==> config.mk <==
export PLATFORM = sky130hd
export DESIGN_NAME = sk6812_serializer
export DESIGN_NICKNAME = d
export VERILOG_FILES = /design/src/rtl/sk6812_serializer.sv
export SDC_FILE = /design/constraint.sdc
export NUM_CORES = 1
export LEC_CHECK = 0
export CORE_UTILIZATION = 51
export CTS_CLUSTER_SIZE = 8
export DETAILED_ROUTE_END_ITERATION = 8
export MAX_ROUTING_LAYER = met4
export PLACE_DENSITY_LB_ADDON = 0.15
export SLEW_MARGIN = 20
export SYNTH_ARGS = -nofsm -noshare
export SYNTH_HDL_FRONTEND = slang
export SYNTH_SLANG_ARGS = --single-unit
==> constraint.sdc <==
create_clock -name clk -period 2.2 [get_ports clk]
set_input_delay 0.22 -clock clk [delete_from_list [all_inputs] [get_ports clk]]
set_output_delay 0.22 -clock clk [all_outputs]
set_load 0.005 [all_outputs]
==> src/rtl/sk6812_serializer.sv <==
// SK6812RGBW frame engine: walks the pixel RAM through a registered read port and
// serialises each 32-bit {G,R,B,W} word MSB first, then holds the line low to latch.
module sk6812_serializer #(
    parameter int LED_COUNT = 35,
    parameter int ADDR_W    = 6,
    parameter int T0H_CYC   = 15,
    parameter int T1H_CYC   = 30,
    parameter int TBIT_CYC  = 63,
    parameter int TRST_CYC  = 4000
) (
    input  logic              clk,
    input  logic              rst_n,
    input  logic              start,
    output logic              busy,
    output logic              done,
    output logic [ADDR_W-1:0] rd_addr,
    input  logic [31:0]       rd_data,
    output logic              led_dout
);
    localparam int BT_W = $clog2(TBIT_CYC);
    localparam int RT_W = $clog2(TRST_CYC);

    localparam logic [2:0] S_IDLE  = 3'd0;
    localparam logic [2:0] S_FETCH = 3'd1;
    localparam logic [2:0] S_LOAD  = 3'd2;
    localparam logic [2:0] S_BIT   = 3'd3;
    localparam logic [2:0] S_LATCH = 3'd4;

    localparam logic [ADDR_W-1:0] LAST_ADDR = ADDR_W'(LED_COUNT - 1);
    localparam logic [ADDR_W-1:0] FIRST_PF  = (LED_COUNT > 1) ? ADDR_W'(1) : '0;
    localparam logic [BT_W-1:0]   TBIT_LAST = BT_W'(TBIT_CYC - 1);
    localparam logic [BT_W-1:0]   T0H       = BT_W'(T0H_CYC);
    localparam logic [BT_W-1:0]   T1H       = BT_W'(T1H_CYC);
    localparam logic [RT_W-1:0]   TRST_LAST = RT_W'(TRST_CYC - 1);

    logic [2:0]        r_state;
    logic              r_arm;
    logic              r_busy;
    logic              r_done;
    logic              r_led;
    logic [ADDR_W-1:0] r_rd_addr;
    logic [ADDR_W-1:0] r_pix_cnt;
    logic [31:0]       r_shift;
    logic [4:0]        r_bit_cnt;
    logic [BT_W-1:0]   r_bit_tmr;
    logic [RT_W-1:0]   r_rst_tmr;

    logic [BT_W-1:0]   w_th;
    logic              w_bit_end;
    logic              w_last_pix;
    logic [ADDR_W-1:0] w_addr_nxt;

    assign w_th       = r_shift[31] ? T1H : T0H;
    assign w_bit_end  = (r_bit_tmr == TBIT_LAST);
    assign w_last_pix = (r_pix_cnt == LAST_ADDR);
    // Prefetch saturates so the address never runs past the last pixel.
    assign w_addr_nxt = (r_rd_addr == LAST_ADDR) ? r_rd_addr : r_rd_addr + ADDR_W'(1);

    assign busy     = r_busy;
    assign done     = r_done;
    assign rd_addr  = r_rd_addr;
    assign led_dout = r_led;

    always_ff @(posedge clk or negedge rst_n) begin
        if (!rst_n) begin
            r_state   <= S_IDLE;
            r_arm     <= 1'b0;
            r_busy    <= 1'b0;
            r_done    <= 1'b0;
            r_led     <= 1'b0;
            r_rd_addr <= '0;
            r_pix_cnt <= '0;
            r_shift   <= '0;
            r_bit_cnt <= '0;
            r_bit_tmr <= '0;
            r_rst_tmr <= '0;
        end else begin
            // r_arm masks a start arriving in the first cycle after reset release.
            r_arm  <= 1'b1;
            r_done <= 1'b0;
            case (r_state)
                S_IDLE: begin
                    r_led  <= 1'b0;
                    r_busy <= 1'b0;
                    if (start && r_arm && !r_busy) begin
                        r_busy    <= 1'b1;
                        r_rd_addr <= '0;
                        r_state   <= S_FETCH;
                    end
                end
                S_FETCH: r_state <= S_LOAD;
                S_LOAD: begin
                    r_led     <= 1'b0;
                    r_shift   <= rd_data;
                    r_bit_cnt <= 5'd31;
                    r_pix_cnt <= '0;
                    r_bit_tmr <= '0;
                    r_rd_addr <= FIRST_PF;
                    r_state   <= S_BIT;
                end
                S_BIT: begin
                    r_led <= (r_bit_tmr < w_th);
                    if (!w_bit_end) begin
                        r_bit_tmr <= r_bit_tmr + BT_W'(1);
                    end else begin
                        r_bit_tmr <= '0;
                        if (r_bit_cnt != 5'd0) begin
                            r_shift   <= {r_shift[30:0], 1'b0};
                            r_bit_cnt <= r_bit_cnt - 5'd1;
                        end else if (!w_last_pix) begin
                            // Back-to-back words: next pixel was prefetched a full word ago.
                            r_shift   <= rd_data;
                            r_pix_cnt <= r_pix_cnt + ADDR_W'(1);
                            r_rd_addr <= w_addr_nxt;
                            r_bit_cnt <= 5'd31;
                        end else begin
                            r_rst_tmr <= '0;
                            r_state   <= S_LATCH;
                        end
                    end
                end
                S_LATCH: begin
                    r_led <= 1'b0;
                    if (r_rst_tmr == TRST_LAST) begin
                        r_done  <= 1'b1;
                        r_state <= S_IDLE;
                    end else begin
                        r_rst_tmr <= r_rst_tmr + RT_W'(1);
                    end
                end
                default: r_state <= S_IDLE;
            endcase
        end
    end
endmodule

After elaboration in Yosys (flattened, before gate mapping):

Index checks and enable logic that the tools add are counted.
W data, S select, Z words.

* add/sub/neg operators: 5
* magnitude comparators: 1
* eq/ne operators: 17
* mux-type cells: 36
* reduce and logical (&&, ||, !) cells: 15

Operators by type and width (count)
* $mux W32: 3
* $pmux W32 S2: 1
* $mux W6: 9
* $mux W12: 4
* $pmux W12 S2: 1
* $pmux W6 S2: 2
* $mux W5: 4
* $add A6 B1 Y6 const B: 3
* $eq A6 B6 Y1 const B: 3
* $pmux W6 S3: 1
* $ne A2 B2 Y1 const B: 8
* $mux W3: 5
* $pmux W3 S5: 1
* $add A12 B1 Y12 const B: 1
* $eq A12 B12 Y1 const B: 1
* $pmux W5 S2: 1
* $reduce_and A5 Y1: 2
* $eq A3 B2 Y1 const B: 2
* $lt A6 B5 Y1: 1
* $reduce_and A6 Y1: 1
* $reduce_bool A2 Y1: 3
* $reduce_bool A5 Y1: 1
* $sub A5 B1 Y5 const B: 1
* $reduce_and A4 Y1: 1
* 11 further kinds: 14

* flip-flop bits (word level): 74
* input bits: 35
* output and inout port bits: 9
* word-level logic and storage cells: 85

Depth between registers and ports, before layout:

* word-level depth: 6
* gate-level depth with buffers: 8

Least setup slack after synthesis:

OpenSTA, ideal clock, no wires.

* path type: register to register
* start point: reg r_bit_cnt[0]
* end point: reg r_rd_addr[0] (netlist: rd_addr[0])
* library setup time: 0.125 ns
* arrival time: 1.939 ns
* data required time: 2.075 ns
* slack: 0.136 ns
* stages on the path, launching flop included: 7
* path buffers: 0
* cells stage by stage: dfrtp_1 > inv_1 > ha_1 > nor4b_4 > nand3_4 > o41ai_4 > mux2_2

* longest elaborated chain between the ends: 3

Ends and longest elaborated chain
* start: declaration: RTL line 44 `logic [4:0] r_bit_cnt;`
* start signal: assignment: RTL line 109 `r_bit_cnt <= r_bit_cnt - 5'd1;`
* $reduce_bool A5 Y1: RTL line 107 `if (r_bit_cnt != 5'd0) begin`
* $ne A2 B2 Y1 (no source line)
* $reduce_and A6 Y1 (no source line)
* end signal: assignment: RTL line 114 `r_rd_addr <= w_addr_nxt;`
* end: declaration: RTL line 41 `logic [ADDR_W-1:0] r_rd_addr;`

Every way passes these cells.
A chain may end at the register's enable or synchronous reset.

Worst setup path after layout:

* start point: reg r_bit_tmr[0]
* end point: reg r_shift[7]

* longest elaborated chain between the ends: 3

Ends and longest elaborated chain
* start: declaration: RTL line 45 `logic [BT_W-1:0] r_bit_tmr;`
* start signal: assignment: RTL line 104 `r_bit_tmr <= r_bit_tmr + BT_W'(1);`
* $eq A6 B6 Y1: RTL line 54 `assign w_bit_end = (r_bit_tmr == TBIT_LAST);`
* $ne A2 B2 Y1 (no source line)
* $reduce_and A3 Y1 (no source line)
* end signal: assignment: RTL line 94 `r_shift <= rd_data;`
* end signal: assignment: RTL line 108 `r_shift <= {r_shift[30:0], 1'b0};`
* end signal: assignment: RTL line 112 `r_shift <= rd_data;`
* end: declaration: RTL line 43 `logic [31:0] r_shift;`

Every way passes these cells.

==> flow_summary.json <==
{
  "outcome": "finished, final reports clean",
  "syn_avg_cell_area_um2": 11.3,
  "met2WireLength_um": 3910,
  "path_max_fanout": 9,
  "cp.arrival_ns": 2.34,
  "worst_slew_pin_slew_ns": 0.495,
  "synthFlopType": "dfrtp_1",
  "grt_overflow": 0,
  "cp.required_ns": 2.43,
  "wl_met1_um": 4400,
  "dieWidth_um": 92.4,
  "ant_nets": 0,
  "async_flop_share": 1.00,
  "n_fill_cell": 642,
  "path_clk_slew_ns": 0.08,
  "drive_gt1_frac": 0.262,
  "cts_sinks": 74,
  "synth.yosys.seq_area_share": 0.445,
  "crit_start": "r_bit_tmr[0]",
  "finalHoldViolCount": 0,
  "synth_edf_count": 0,
  "pwr_density_cell_nw_per_um2": 517,
  "antenna_cells": 0,
  "startpoint_type": "flip-flop",
  "rows": 32,
  "rsz0062_at_grt": "yes",
  "initial_core_util": 0.533,
  "cts_buffer_depth": 2,
  "dr.pass1.iters": 4,
  "die-area_um2": 8530,
  "yosysTopAreaCell": "dfrtp_1",
  "critical_path_depth": 9,
  "cp_cell_sequence": "inv_1 -> ha_1 -> and2_0 -> buf_4 -> nand3_1 -> o22ai_4 -> buf_12 -> clkbuf_16 -> mux2_4",
  "cp_top_family": "buffers and inverters",
  "crit_path_end": "r_shift[7]",
  "cts_tree": "yes",
  "final-instance-count-excl-fill": 533,
  "place_inst": 512,
  "slowest_stage": "dfrtp_2",
  "antenna_found_initial": 0,
  "drt-initial-drc-count": 120,
  "finalInstanceArea_um2": 5070,
  "cpPeakStageDelay_ns": 0.45,
  "root_buffer": "clkbuf_8",
  "synth.distinct_cells": 57,
  "cp-end-kind": "flip-flop",
  "grt_pass1_vias": 2963,
  "io_pins": 44,
  "place.gp.congestion": 0.865,
  "wl_met3_um": 218,
  "drv_cap": 0,
  "routed-via-count": 3057,
  "synth_commonest_cells": "dfrtp_1, mux2_2, mux2_4",
  "ys_warn_count": 0,
  "synthesis.area_um2": 4160,
  "top_layer": "met4",
  "skew_ns": 0.0123,
  "syn-instance-count": 370,
  "setup_tns_ns": 0,
  "power_mw": 2.62,
  "fmax_mhz": 475,
  "fin_crit_ns": 2.11,
  "path_buf_inv": 4,
  "total_leakage_power_nw": 2.17,
  "grt_use_total": 0.220,
  "wl_per_cell_um": 16.3,
  "drt-vias-per-instance": 5.74,
  "cts_inserted_buffers": 9,
  "critPathKind": "reg -> reg",
  "routed_wl_um": 8680,
  "area_growth_pct": 21.7,
  "worstRegToRegCells": 9,
  "synth_top_area_frac": 0.445,
  "synth_fp_nets": 414,
  "die_y_um": 92.4,
  "timing.rr.start": "r_bit_tmr[0]",
  "yosysMostFrequentCell": "dfrtp_1",
  "grt_pass1_wl_um": 14300,
  "placed_cell_area_um2": 4780,
  "slew_violations": 0,
  "synth_area_leaders": "dfrtp_1, mux2_2, mux2_4",
  "hold_path.class": "in -> async",
  "finish.utilization": 0.649,
  "grt_max_degree": 43,
  "r2r_end": "r_shift[7]",
  "port_buffers": 43,
  "ys_ff_latch": 74,
  "cts_max_level": 3,
  "route.detailed.drc": 0,
  "coreArea_um2": 7810,
  "worstSkewPairLatency_ns": 0.35,
  "peakVddDrop_v": 0.000377,
  "reg2reg_slack_ns": 0.09,
  "finalSetupViolCount": 0,
  "dp_hpwl_um": 5810,
  "nets": 470,
  "max-slew-margin-rel": 0.669,
  "period_share": 0.958
}
## stage by stage
stage,worst slack [ns],hold slack [ns]
6_report,0.0929,0.374
5_1_grt,-0.00795,0.406
4_1_cts,0.0760,0.387
3_5_place_dp,0.0987,0.204
3_3_place_gp,0.169,0.203
2_1_floorplan,0.136,-0.0756
## how the worst min path moves through the flow
stage,startpoint,depth (start not counted),end,slack (ns)
floorplan,rst_n,0,busy,-0.08
finish,rst_n,2,busy,0.37
CTS,rst_n,2,r_shift[6],0.39
global route,rst_n,2,r_pix_cnt[5],0.41
detailed placement,rst_n,1,r_rst_tmr[2],0.20
global placement,rst_n,1,r_rst_tmr[2],0.20
## per-layer routing
metal	track usage	vias up
li1	-	1487
met2	0.322	55
met1	0.304	1500
met4	0.0938	0
met3	0.0353	15
met5	-	-
## logic make-up (layout without fill, tap and decap cells)
kind of cell    after synthesis  count (layout)  synth area share
compound gates               70              70             0.124
simple gates                110             110             0.152
fa+ha+maj                     9               9            0.0270
flops                        74              74             0.445
mux                          69              69             0.209
xor+xnor                      1               1           0.00210
other cells                   1               1          0.000901
buf+inv                      36              97            0.0406
## flip-flops by register name, indices dropped and copies added, names as in the netlist
| name | count |
|---|---|
| busy | 1 |
| done | 1 |
| led_dout | 1 |
| r_arm | 1 |
| r_bit_cnt | 5 |
| r_bit_tmr | 6 |
| r_pix_cnt | 6 |
| r_rst_tmr | 12 |
| r_shift | 32 |
| r_state | 3 |
| rd_addr | 6 |
## area by class of cell
class	count	area [µm²]	area share
clock buffer	10	128	0.0252
clock inverter	6	66.3	0.0131
inverter	16	60.1	0.0118
multi-input combinational	260	2150	0.424
sequential	74	1850	0.366
tap	102	128	0.0252
timing repair buffer	65	684	0.135
## power by group
group | internal, mW | leakage (nW) | switching, mW
Sequential | 1.39 | 0.892 | 0.0160
Clock | 0.526 | 0.0889 | 0.524
Combinational | 0.112 | 1.19 | 0.0525
Total | 2.03 | 2.17 | 0.593
## placed cells by master, fill, tap and decap left out, types with 3 or more instances in the layout
cell type	n
dfrtp_1	73
clkdlybuf4s50_1	42
mux2_2	38
mux2_4	26
nand2_1	22
nand3_1	19
o21ai_0	18
inv_1	16
nor2_1	16
buf_4	15
o211ai_1	9
ha_1	9
clkbuf_8	9
a31oi_1	8
nand4_1	8
and3_1	6
a21oi_1	5
mux2i_1	5
and4_1	4
nand2b_1	4
buf_12	4
nand3b_1	3
nor2b_1	3
nor3_1	3
a22o_1	3
nor4_1	3
a21o_1	3
a41oi_1	3
or4_1	3
a21boi_0	3
a2bb2oi_1	3
clkinvlp_4	3
## repair_timing
| action | CTS | global route |
|---|---|---|
| endpoints found under the setup margin | 0 | 7 |
| gates resized for setup | 0 | 2 |
| hold buffers | 1 | 0 |
| hold endpoints to repair | 32 | 0 |
| setup buffers | 0 | 1 |
Power figures use the tool's default switching activity.
